**config.mk**
```make
export PLATFORM = sky130hd
export DESIGN_NAME = riscv_uart
export DESIGN_NICKNAME = d
export VERILOG_FILES = /design/src/rtl/riscv_uart_pkg.sv /design/src/rtl/riscv_uart_fifo.sv /design/src/rtl/riscv_uart.sv
export SDC_FILE = /design/constraint.sdc
export NUM_CORES = 1
export LEC_CHECK = 0
export CORE_MARGIN = 2
export CORE_UTILIZATION = 59
export CTS_CLUSTER_DIAMETER = 150
export DETAILED_ROUTE_END_ITERATION = 10
export GPL_TIMING_DRIVEN = 0
export PLACE_DENSITY = 0.8
export SYNTH_ARGS = -nofsm -noshare
export SYNTH_HDL_FRONTEND = slang
export SYNTH_HIERARCHICAL = 1
export SYNTH_SLANG_ARGS = --single-unit
export TNS_END_PERCENT = 30
```
**constraint.sdc**
```tcl
create_clock -name clk -period 5.71 [get_ports clk]
set_input_delay 0.8565 -clock clk [delete_from_list [all_inputs] [get_ports clk]]
set_output_delay 0.8565 -clock clk [all_outputs]
set_load 0.03 [all_outputs]
```
**src/rtl/riscv_uart_pkg.sv**
```systemverilog
// Shared constants, register map and FSM encodings for the memory-mapped UART.
package riscv_uart_pkg;

    // Register offsets, selected by addr[3:2]
    localparam logic [1:0] REG_TXDATA  = 2'd0;
    localparam logic [1:0] REG_RXDATA  = 2'd1;
    localparam logic [1:0] REG_STATUS  = 2'd2;
    localparam logic [1:0] REG_BAUDDIV = 2'd3;

    // STATUS bit indices
    localparam int ST_TX_FULL   = 0;
    localparam int ST_TX_EMPTY  = 1;
    localparam int ST_RX_FULL   = 2;
    localparam int ST_RX_VALID  = 3;
    localparam int ST_OVERRUN   = 4;
    localparam int ST_FRAME_ERR = 5;
    localparam int ST_TX_BUSY   = 6;
    localparam int ST_WIDTH     = 7;

    // Smallest usable divisor: RX needs DIV/2-1 >= 1 for its half-bit wait
    localparam logic [15:0] MIN_DIV = 16'd4;

    typedef enum logic [1:0] {TX_IDLE, TX_START, TX_DATA, TX_STOP} tx_state_t;
    typedef enum logic [1:0] {RX_IDLE, RX_START, RX_DATA, RX_STOP} rx_state_t;

    function automatic logic [15:0] clamp_div(input logic [15:0] d);
        return (d < MIN_DIV) ? MIN_DIV : d;
    endfunction

endpackage

```
**src/rtl/riscv_uart_fifo.sv**
```systemverilog
// Small synchronous FIFO with show-ahead head, used for both TX and RX bytes.
module riscv_uart_fifo #(
    parameter int WIDTH = 8,
    parameter int DEPTH = 8
) (
    input  logic                     clk,
    input  logic                     arst,
    input  logic                     i_push,
    input  logic [WIDTH-1:0]         i_wdata,
    input  logic                     i_pop,
    output logic [WIDTH-1:0]         o_rdata,
    output logic                     o_full,
    output logic                     o_empty,
    output logic [$clog2(DEPTH):0]   o_count
);
    localparam int AW = $clog2(DEPTH);

    logic [WIDTH-1:0] r_mem [DEPTH];
    logic [AW:0]      r_wr_ptr;
    logic [AW:0]      r_rd_ptr;
    logic             w_do_pop;
    logic             w_do_push;

    // Pointers carry one extra wrap bit, so count is a plain difference
    assign o_count   = r_wr_ptr - r_rd_ptr;
    assign o_empty   = (r_wr_ptr == r_rd_ptr);
    assign o_full    = (o_count == (AW+1)'(DEPTH));
    assign o_rdata   = r_mem[r_rd_ptr[AW-1:0]];
    // A pop frees a slot on the same edge, so push-while-full is accepted then
    assign w_do_pop  = i_pop && !o_empty;
    assign w_do_push = i_push && (!o_full || w_do_pop);

    // Storage write, no reset needed on data
    always_ff @(posedge clk) begin
        if (w_do_push)
            r_mem[r_wr_ptr[AW-1:0]] <= i_wdata;
    end

    // Pointer update
    always_ff @(posedge clk or posedge arst) begin
        if (arst) begin
            r_wr_ptr <= '0;
            r_rd_ptr <= '0;
        end else begin
            if (w_do_push) r_wr_ptr <= r_wr_ptr + 1'b1;
            if (w_do_pop)  r_rd_ptr <= r_rd_ptr + 1'b1;
        end
    end

endmodule

```
**src/rtl/riscv_uart.sv**
```systemverilog
// Memory-mapped 8N1 UART: register decode, TX/RX FIFOs and bit-level shifters.
module riscv_uart
    import riscv_uart_pkg::*;
#(
    parameter int FIFO_DEPTH  = 8,
    parameter int DEFAULT_DIV = 434
) (
    input  logic        clk,
    input  logic        arst,
    input  logic [31:0] uart_addr,
    input  logic [31:0] uart_data_in,
    input  logic        uart_configure,
    input  logic        uart_ren,
    output logic [31:0] uart_data_out,
    output logic        uart_txd,
    input  logic        uart_rxd
);
    localparam int CW = $clog2(FIFO_DEPTH) + 1;

    logic [1:0]          w_sel;
    logic                w_rd;
    logic                w_tx_push;
    logic                w_rx_pop;
    logic                w_stat_rd;
    logic [7:0]          w_tx_head;
    logic [7:0]          w_rx_head;
    logic                w_tx_full, w_tx_empty, w_rx_full, w_rx_empty;
    logic [CW-1:0]       w_tx_count, w_rx_count;
    logic                w_tx_load;
    logic                w_rx_smp_stop;
    logic                w_rx_push, w_rx_ferr, w_rx_ovr;
    logic [ST_WIDTH-1:0] w_status;
    logic [31:0]         w_rd_data;
    logic                w_unused;

    logic [15:0] r_div;
    logic [31:0] r_data_out;
    logic        r_overrun, r_frame_err;

    tx_state_t   r_tx_state;
    logic        r_txd;
    logic [15:0] r_tx_cnt, r_tx_div;
    logic [7:0]  r_tx_shift;
    logic [2:0]  r_tx_bit;

    rx_state_t   r_rx_state;
    logic        r_rx_meta, r_rx_sync, r_rx_prev;
    logic [15:0] r_rx_cnt, r_rx_div;
    logic [7:0]  r_rx_shift;
    logic [2:0]  r_rx_bit;

    // Bus decode; a simultaneous write suppresses the read side effects
    assign w_sel     = uart_addr[3:2];
    assign w_rd      = uart_ren && !uart_configure;
    assign w_tx_push = uart_configure && (w_sel == REG_TXDATA);
    assign w_rx_pop  = w_rd && (w_sel == REG_RXDATA);
    assign w_stat_rd = w_rd && (w_sel == REG_STATUS);

    // TX pops from IDLE, or straight out of the last STOP cycle for gapless frames
    assign w_tx_load = !w_tx_empty &&
                       ((r_tx_state == TX_IDLE) || (r_tx_state == TX_STOP && r_tx_cnt == 16'd0));

    // Stop-bit sample outcome
    assign w_rx_smp_stop = (r_rx_state == RX_STOP) && (r_rx_cnt == 16'd0);
    assign w_rx_ferr     = w_rx_smp_stop && !r_rx_sync;
    assign w_rx_ovr      = w_rx_smp_stop && r_rx_sync && w_rx_full;
    assign w_rx_push     = w_rx_smp_stop && r_rx_sync && !w_rx_full;

    riscv_uart_fifo #(.WIDTH(8), .DEPTH(FIFO_DEPTH)) u_tx_fifo (
        .clk     (clk),
        .arst    (arst),
        .i_push  (w_tx_push),
        .i_wdata (uart_data_in[7:0]),
        .i_pop   (w_tx_load),
        .o_rdata (w_tx_head),
        .o_full  (w_tx_full),
        .o_empty (w_tx_empty),
        .o_count (w_tx_count)
    );

    riscv_uart_fifo #(.WIDTH(8), .DEPTH(FIFO_DEPTH)) u_rx_fifo (
        .clk     (clk),
        .arst    (arst),
        .i_push  (w_rx_push),
        .i_wdata (r_rx_shift),
        .i_pop   (w_rx_pop),
        .o_rdata (w_rx_head),
        .o_full  (w_rx_full),
        .o_empty (w_rx_empty),
        .o_count (w_rx_count)
    );

    // STATUS word assembly
    always_comb begin
        w_status               = '0;
        w_status[ST_TX_FULL]   = w_tx_full;
        w_status[ST_TX_EMPTY]  = w_tx_empty;
        w_status[ST_RX_FULL]   = w_rx_full;
        w_status[ST_RX_VALID]  = !w_rx_empty;
        w_status[ST_OVERRUN]   = r_overrun;
        w_status[ST_FRAME_ERR] = r_frame_err;
        w_status[ST_TX_BUSY]   = (r_tx_state != TX_IDLE);
    end

    // Read data mux
    always_comb begin
        w_rd_data = '0;
        case (w_sel)
            REG_RXDATA:  if (!w_rx_empty) w_rd_data = {24'b0, w_rx_head};
            REG_STATUS:  w_rd_data = {25'b0, w_status};
            REG_BAUDDIV: w_rd_data = {16'b0, r_div};
            default:     w_rd_data = '0;
        endcase
    end

    // Divisor register and registered read data
    always_ff @(posedge clk or posedge arst) begin
        if (arst) begin
            r_div      <= 16'(DEFAULT_DIV);
            r_data_out <= '0;
        end else begin
            if (uart_configure && w_sel == REG_BAUDDIV)
                r_div <= clamp_div(uart_data_in[15:0]);
            if (uart_ren)
                r_data_out <= uart_configure ? 32'd0 : w_rd_data;
        end
    end

    // Sticky error flags: a new event on the clearing edge still wins
    always_ff @(posedge clk or posedge arst) begin
        if (arst) begin
            r_overrun   <= 1'b0;
            r_frame_err <= 1'b0;
        end else begin
            if (w_stat_rd) begin
                r_overrun   <= 1'b0;
                r_frame_err <= 1'b0;
            end
            if (w_rx_ovr)  r_overrun   <= 1'b1;
            if (w_rx_ferr) r_frame_err <= 1'b1;
        end
    end

    // TX shifter: start, 8 data bits LSB first, stop; each bit r_tx_div clocks
    always_ff @(posedge clk or posedge arst) begin
        if (arst) begin
            r_tx_state <= TX_IDLE;
            r_txd      <= 1'b1;
            r_tx_cnt   <= '0;
            r_tx_div   <= 16'(DEFAULT_DIV);
            r_tx_shift <= '0;
            r_tx_bit   <= '0;
        end else if (w_tx_load) begin
            r_tx_state <= TX_START;
            r_txd      <= 1'b0;
            r_tx_shift <= w_tx_head;
            r_tx_div   <= r_div;
            r_tx_cnt   <= r_div - 16'd1;
        end else begin
            case (r_tx_state)
                TX_IDLE: r_txd <= 1'b1;
                TX_START: begin
                    if (r_tx_cnt == 16'd0) begin
                        r_tx_state <= TX_DATA;
                        r_txd      <= r_tx_shift[0];
                        r_tx_shift <= r_tx_shift >> 1;
                        r_tx_bit   <= '0;
                        r_tx_cnt   <= r_tx_div - 16'd1;
                    end else r_tx_cnt <= r_tx_cnt - 16'd1;
                end
                TX_DATA: begin
                    if (r_tx_cnt == 16'd0) begin
                        r_tx_cnt <= r_tx_div - 16'd1;
                        if (r_tx_bit == 3'd7) begin
                            r_tx_state <= TX_STOP;
                            r_txd      <= 1'b1;
                        end else begin
                            r_txd      <= r_tx_shift[0];
                            r_tx_shift <= r_tx_shift >> 1;
                            r_tx_bit   <= r_tx_bit + 3'd1;
                        end
                    end else r_tx_cnt <= r_tx_cnt - 16'd1;
                end
                TX_STOP: begin
                    if (r_tx_cnt == 16'd0) r_tx_state <= TX_IDLE;
                    else                   r_tx_cnt   <= r_tx_cnt - 16'd1;
                end
            endcase
        end
    end

    // RX synchroniser plus previous-value flop for falling-edge detect
    always_ff @(posedge clk or posedge arst) begin
        if (arst) begin
            r_rx_meta <= 1'b1;
            r_rx_sync <= 1'b1;
            r_rx_prev <= 1'b1;
        end else begin
            r_rx_meta <= uart_rxd;
            r_rx_sync <= r_rx_meta;
            r_rx_prev <= r_rx_sync;
        end
    end

    // RX sampler: half-bit wait to centre, then one sample per bit period
    always_ff @(posedge clk or posedge arst) begin
        if (arst) begin
            r_rx_state <= RX_IDLE;
            r_rx_cnt   <= '0;
            r_rx_div   <= 16'(DEFAULT_DIV);
            r_rx_shift <= '0;
            r_rx_bit   <= '0;
        end else begin
            case (r_rx_state)
                RX_IDLE: begin
                    if (r_rx_prev && !r_rx_sync) begin
                        r_rx_state <= RX_START;
                        r_rx_div   <= r_div;
                        r_rx_cnt   <= (r_div >> 1) - 16'd1;
                    end
                end
                RX_START: begin
                    if (r_rx_cnt == 16'd0) begin
                        if (r_rx_sync) r_rx_state <= RX_IDLE;
                        else begin
                            r_rx_state <= RX_DATA;
                            r_rx_bit   <= '0;
                            r_rx_cnt   <= r_rx_div - 16'd1;
                        end
                    end else r_rx_cnt <= r_rx_cnt - 16'd1;
                end
                RX_DATA: begin
                    if (r_rx_cnt == 16'd0) begin
                        r_rx_shift <= {r_rx_sync, r_rx_shift[7:1]};
                        r_rx_cnt   <= r_rx_div - 16'd1;
                        if (r_rx_bit == 3'd7) r_rx_state <= RX_STOP;
                        else                  r_rx_bit   <= r_rx_bit + 3'd1;
                    end else r_rx_cnt <= r_rx_cnt - 16'd1;
                end
                RX_STOP: begin
                    if (r_rx_cnt == 16'd0) r_rx_state <= RX_IDLE;
                    else                   r_rx_cnt   <= r_rx_cnt - 16'd1;
                end
            endcase
        end
    end

    assign uart_data_out = r_data_out;
    assign uart_txd      = r_txd;

    // Address/data bits outside the decoded fields and FIFO counts are not needed here
    assign w_unused = ^{uart_addr[31:4], uart_addr[1:0], uart_data_in[31:16], w_tx_count, w_rx_count};

endmodule

```
==> results of run 1 <==
==> routing by layer <==
layer	wire, um	up-vias
met5	0	-
met3	2990	87
met2	16300	523
met1	14100	5018
li1	-	4750
met4	1070	0
==> layout by cell type (no fill, tap or decap), drive strengths merged, types with 32 or more instances in the layout <==
| cell | instances |
|---|---|
| dfrtp | 125 |
| clkbuf | 64 |
| o21ai | 67 |
| clkdlybuf4s50 | 38 |
| xnor2 | 36 |
| nand2 | 208 |
| mux2 | 36 |
| inv | 57 |
| xor2 | 41 |
| buf | 55 |
| mux4 | 32 |
| edfxtp | 128 |
| nor2 | 83 |
| nor3 | 32 |
==> power groups by stage <==
| stage | Sequential, mW | Clock (mW) | Combinational, mW |
|---|---|---|---|
| floorplan | 2.84 | 0 | 2.65 |
| global placement | 2.91 | 0 | 3.43 |
| detailed placement | 2.93 | 0 | 3.51 |
| CTS | 2.90 | 1.93 | 3.54 |
| global route | 2.96 | 2.00 | 3.95 |
| finish | 2.91 | 1.90 | 3.60 |
==> area by class of cell <==
| cell class | count | area, sq um | share of cell area |
|---|---|---|---|
| buffer | 83 | 437 | 0.0272 |
| clock buffer | 33 | 759 | 0.0473 |
| clock inverter | 18 | 210 | 0.0131 |
| inverter | 59 | 226 | 0.0141 |
| multi-input combinational | 876 | 6140 | 0.382 |
| sequential | 272 | 7470 | 0.465 |
| tap | 319 | 399 | 0.0248 |
| timing repair buffer | 41 | 423 | 0.0263 |
==> worst max-delay path by stage <==
stage                                 startpoint                         endpoint  slack [ns]
6_report       u_tx_fifo/r_rd_ptr[1]$_DFFE_PP0P_  u_tx_fifo/r_mem[4][3]$_DFFE_PP_        0.42
5_1_grt        u_tx_fifo/r_rd_ptr[1]$_DFFE_PP0P_  u_tx_fifo/r_mem[4][3]$_DFFE_PP_        0.09
4_1_cts        u_tx_fifo/r_rd_ptr[1]$_DFFE_PP0P_  u_tx_fifo/r_mem[4][3]$_DFFE_PP_        0.04
3_5_place_dp   u_tx_fifo/r_rd_ptr[1]$_DFFE_PP0P_  u_tx_fifo/r_mem[4][4]$_DFFE_PP_        0.09
3_3_place_gp                                arst          r_rx_cnt[6]$_DFFE_PP0P_       -0.58
2_1_floorplan                               arst                        async pin        1.47
==> metrics by stage <==
| stage | std cells | TNS (ns) | hold slack, ns |
|---|---|---|---|
| after floorplan | 1290 | 0 | 0.345 |
| after global placement | 1647 | -62.92 | 0.349 |
| after detailed placement | 1649 | 0 | 0.348 |
| after CTS | 1700 | 0 | 0.401 |
| after global routing | 1701 | 0 | 0.403 |
| final | 1701 | 0 | 0.389 |
==> worst max-delay path, stage by stage, from the launching register on <==
cell and delay [ns]:
dfrtp_1 0.42, clkbuf_1 0.45, buf_1 0.53, inv_1 0.13, ha_1 0.34, nand3_1 0.13, nor2_1 0.06, clkbuf_1 0.27
nor2b_1 0.43, a31oi_4 0.07, inv_2 0.07, buf_2 0.24, buf_2 0.28, o21a_1 0.34, o41ai_4 0.15, or2_2 0.34
nor3_2 0.62
==> flip-flops by register name (all words and copies together) (netlist names), 16 cells and up, named ones only <==
signal,count
uart_data_out,16
r_tx_cnt,16
r_rx_cnt,16
u_tx_fifo/r_mem,64
r_div,16
u_rx_fifo/r_mem,64
r_rx_div,16
r_tx_div,16
==> results.py, run 1 <==
metrics = {
    "layout": {
        "fill_cells": 1742,
        "fin_nets": 1462,
        "n_antenna_cell": 0,
        "finish.utilization": 0.682,
        "drive_gt1_frac": 0.162,
        "final_area_sq_um": 16100,
        "syn2layout_area_growth_pct": 13.2,
    },
    "route": {
        "antenna_left": 0,
        "drt_iter0_drc": 943,
        "drt_wl_total_um": 34500,
        "drc_errors": 0,
        "vias_per_cell": 6.10,
        "post_drt_wl_per_cell_um": 20.3,
        "num_vias": 10378,
        "dr.pass1.iters": 5,
    },
    "clock_network": {
        "cts_setup_buffers": 0,
        "root_buffer": "clkbuf_16",
        "h-tree-depth": 1,
        "cts_buffer_depth": 3,
        "numCtsBuffers": 28,
        "cts_resized": 0,
        "cts_hold_buf": 0,
        "cts.sinks": 272,
        "clk_pin_slew_ns": 0.06,
        "cts_tree": "yes",
        "worst_skew_pair.late_latency_ns": 0.58,
    },
    "sta": {
        "period_share": 0.927,
        "clock.fmax_mhz": 189,
        "setup_slack_ns": 0.417,
        "worst_clock_skew_ns": 0.0337,
        "drv_slew": 0,
        "finalHoldViolations": 0,
        "min_period_ns": 5.29,
        "setup_viol": 0,
        "slew_headroom": 0.138,
        "tightestPinTransition_ns": 1.28,
        "rsz0062_at_grt": "false",
    },
    "placed_design": {
        "io_buffers": 38,
        "place_ws_ns": 0.0906,
        "place_area_sq_um": 15100,
        "hpwlAfterDp_um": 23800,
        "place_congestion": 0.944,
    },
    "global_routing": {
        "top_usage_layer": "met2",
        "grt_util_met2": 0.429,
        "grt_use_met3": 0.0432,
        "grt_pass1_wl_um": 54700,
        "grt_use_total": 0.270,
        "antenna_found_initial": 0,
        "use_met1": 0.381,
        "grt_max_degree": 73,
        "grt_pass1_vias": 10062,
        "grt-ovfl-total": 0,
    },
    "worst_setup_path": {
        "criticalPathCategory": "reg -> reg",
        "r2r_cells": 16,
        "regToRegStartpoint": "u_tx_fifo/r_rd_ptr[1]$_DFFE_PP0P_",
        "cp-start-kind": "flip-flop",
        "cp_max_fo": 10,
        "required_ns": 5.89,
        "setup.worst_path.end_class": "flip-flop",
        "rrSetupSlack_ns": 0.42,
        "worstReg2RegEnd": "u_tx_fifo/r_mem[4][3]$_DFFE_PP_",
        "worstPathArrival_ns": 5.47,
    },
    "worst_hold_path": {
        "holdPathEnd": "r_rx_sync$_DFF_PP1_",
        "min_from": "r_rx_meta$_DFF_PP1_",
        "worstHoldPathType": "reg -> reg",
        "hold_path_depth": 0,
    },
    "pwr": {
        "p_leak_nw": 6.26,
        "p_seq_frac": 0.346,
        "total_power_mw": 8.41,
        "clkPwrFrac": 0.226,
        "peakVddDrop_v": 0.000321,
        "swShare": 0.404,
        "pwr-share-comb": 0.428,
        "pwr_density_cell_nw_per_um2": 524,
        "p_switching_mw": 3.40,
        "cell_internal_pwr_mw": 5.01,
    },
    "die": {
        "top_level_ports": 102,
        "dieArea_sq_um": 25300,
        "fp.dieH_um": 159,
        "row_count": 56,
        "start_util": 0.602,
        "core_sq_um": 23500,
        "die_width_um": 159,
    },
    "yosys": {
        "synth_cells": 1275,
        "synthesis.area_sq_um": 14200,
        "syn_avg_cell_area_sq_um": 11.1,
        "yosysWarnings": 6,
    },
    "flow_run": {
        "drv_cap": 0,
    },
    "status": {
        "outcome": "finished, final reports clean",
    },
}
Power figures use the tool's default switching activity.
==> run 2: changes to the inputs <==
ABC_AREA = 1   (was not set)
CORE_UTILIZATION = 60   (was 59)
CTS_CLUSTER_SIZE = 8   (was not set)
PLACE_DENSITY = 0.81   (was 0.8)
SKIP_LAST_GASP = 1   (was not set)
==> run 2 against run 1 <==
Against the previous run: final area up 3.7%; non-clock buffer count down 15; highest routed layer unchanged; synthesized area up 3.2%; critical path depth down 4; largest power group unchanged; via count up 22%; critical path type unchanged; first-iteration DRC count up 35%; combinational power up 9.7%; clock skew down 0.013 ns; hold slack worse by 0.033 ns; sequential share of layout area down 1.7 points.
==> results.py, run 2 <==
metrics = {
    "status": {
        "outcome": "finished, final reports clean",
    },
    "worst_setup_path": {
        "critPathLaunch": "u_rx_fifo/r_rd_ptr[1]$_DFFE_PP0P_",
        "cp_max_fo": 10,
        "crit_slowest_cell": "nor3_1",
        "max_stage_delay_ns": 0.80,
        "cp-start-kind": "flip-flop",
        "worstPathArrival_ns": 4.18,
        "r2r_cells": 12,
        "rrSetupSlack_ns": 1.66,
        "setup.worst_path.end_class": "flip-flop",
        "regToRegStartpoint": "u_rx_fifo/r_rd_ptr[1]$_DFFE_PP0P_",
        "required_ns": 5.84,
        "criticalPathCategory": "reg -> reg",
        "cp_cell_sequence": "buf_2 -> inv_2 -> buf_2 -> ha_1 -> nand3_1 -> nand2_1 -> nand2_1 -> nand2_2 -> and2_1 -> nor3_1 -> nand3_2 -> nor2_1",
        "endpoint": "u_rx_fifo/r_mem[4][4]$_DFFE_PP_",
        "worstReg2RegEnd": "u_rx_fifo/r_mem[4][4]$_DFFE_PP_",
    },
    "sta": {
        "worst_clock_skew_ns": 0.0204,
        "period_share": 0.709,
        "setup_viol": 0,
        "drv_slew": 0,
        "clock.fmax_mhz": 247,
        "min_period_ns": 4.05,
        "slew_headroom": 0.331,
        "tightestPinTransition_ns": 0.996,
        "finalHoldViolations": 0,
        "rsz0062_at_grt": "false",
        "whs_ns": 0.356,
    },
    "layout": {
        "fin_nets": 1931,
        "final_common_cell": "nand2_1",
        "mostFrequentLayoutCells": "412 x nand2_1, 266 x nor2_1, 165 x o21ai_0",
        "drive_gt1_frac": 0.0967,
        "fill_cells": 1914,
        "final_cells": 2185,
        "n_antenna_cell": 0,
        "syn2layout_area_growth_pct": 13.8,
    },
    "global_routing": {
        "grt_pass1_wl_um": 61700,
        "grt-ovfl-total": 0,
        "grt_use_total": 0.304,
        "grt_pass1_vias": 11949,
        "grt_max_degree": 78,
        "antenna_found_initial": 0,
    },
    "clock_network": {
        "cts.sinks": 272,
        "worst_skew_pair.late_latency_ns": 0.52,
        "clk_pin_slew_ns": 0.05,
        "h-tree-depth": 2,
        "cts_buffer_depth": 3,
        "cts_resized": 0,
        "cts_setup_buffers": 0,
        "numCtsBuffers": 39,
        "cts_tree": "yes",
        "cts_hold_buf": 0,
        "root_buffer": "clkbuf_16",
    },
    "worst_hold_path": {
        "worstHoldPathType": "reg -> reg",
    },
    "die": {
        "row_count": 57,
        "dieArea_sq_um": 25700,
        "top_level_ports": 102,
        "core_sq_um": 24100,
        "start_util": 0.607,
        "die_width_um": 160,
        "fp.dieH_um": 160,
    },
    "pwr": {
        "p_leak_nw": 7.18,
        "p_switching_mw": 3.84,
        "peakVddDrop_v": 0.000328,
        "cell_internal_pwr_mw": 5.14,
        "pwr_density_cell_nw_per_um2": 539,
        "total_power_mw": 8.98,
        "p_seq_frac": 0.321,
        "clkPwrFrac": 0.239,
        "swShare": 0.428,
        "pwr-share-comb": 0.440,
    },
    "placed_design": {
        "io_buffers": 39,
        "place_congestion": 0.951,
        "hpwlAfterDp_um": 27200,
        "placedCellCount": 2113,
    },
    "route": {
        "antenna_left": 0,
        "vias_per_cell": 5.80,
        "drt_wl_total_um": 39000,
        "drc_errors": 0,
        "num_vias": 12666,
        "post_drt_wl_per_cell_um": 17.9,
        "drt_iter0_drc": 1273,
        "dr.pass1.iters": 6,
    },
    "yosys": {
        "syn_avg_cell_area_sq_um": 8.44,
        "synth_cells": 1734,
        "yosysWarnings": 6,
        "synthesis.area_sq_um": 14600,
    },
    "flow_run": {
        "drv_cap": 0,
    },
}
run 2: per-stage QoR:
step	area, sq um	setup slack (ns)	util	TNS (ns)
3_3_place_gp	15500	-0.412	0.643	-43.90
6_report	16700	1.66	0.691	0
4_1_cts	16700	1.73	0.691	0
2_1_floorplan	14700	1.47	-	0
3_5_place_dp	15500	1.76	0.644	0
5_1_grt	16700	1.44	0.691	0
run 2: critical path, delay by kind of cell, from the launching register on:
family,cells,cell delay (ns)
AND/OR/NAND/NOR,8,2.26
buffers and inverters,3,0.67
flip-flops,1,0.42
adder cells (fa/ha/maj),1,0.30
run 2: worst min path at each step:
stage | slack, ns | from | to | cells past startpoint
6_report | 0.36 | r_rx_meta$_DFF_PP1_ | r_rx_sync$_DFF_PP1_ | 0
5_1_grt | 0.36 | r_rx_meta$_DFF_PP1_ | r_rx_sync$_DFF_PP1_ | 0
4_1_cts | 0.36 | r_rx_meta$_DFF_PP1_ | r_rx_sync$_DFF_PP1_ | 0
3_5_place_dp | 0.35 | r_rx_meta$_DFF_PP1_ | r_rx_sync$_DFF_PP1_ | 0
3_3_place_gp | 0.35 | r_rx_meta$_DFF_PP1_ | r_rx_sync$_DFF_PP1_ | 0
2_1_floorplan | 0.35 | r_rx_meta$_DFF_PP1_ | r_rx_sync$_DFF_PP1_ | 0
run 2: area by class of cell:
| class | instances | area, sq um | share of cell area |
|---|---|---|---|
| clock inverter | 2 | 25.0 | 0.00150 |
| multi-input combinational | 1267 | 6250 | 0.375 |
| clock buffer | 70 | 1110 | 0.0668 |
| tap | 324 | 405 | 0.0243 |
| buffer | 69 | 448 | 0.0269 |
| sequential | 272 | 7470 | 0.448 |
| inverter | 141 | 537 | 0.0322 |
| timing repair buffer | 40 | 418 | 0.0251 |
run 2: power groups by stage:
stage | sequential, mW | combinational [mW] | clock [mW]
after floorplan | 2.80 | 2.88 | 0
after detailed placement | 2.89 | 3.84 | 0
after global placement | 2.88 | 3.72 | 0
after CTS | 2.87 | 3.89 | 2.17
final | 2.88 | 3.95 | 2.15
after global routing | 2.93 | 4.40 | 2.26
run 2: layer usage:
metal,track usage,vias up,wire length (um),share of wire
met3,0.0418,95,3020,0.077
met1,0.408,6091,15800,0.41
met5,0,-,0,0
li1,-,5911,-,-
met2,0.510,569,18900,0.48
met4,0.108,0,1290,0.033
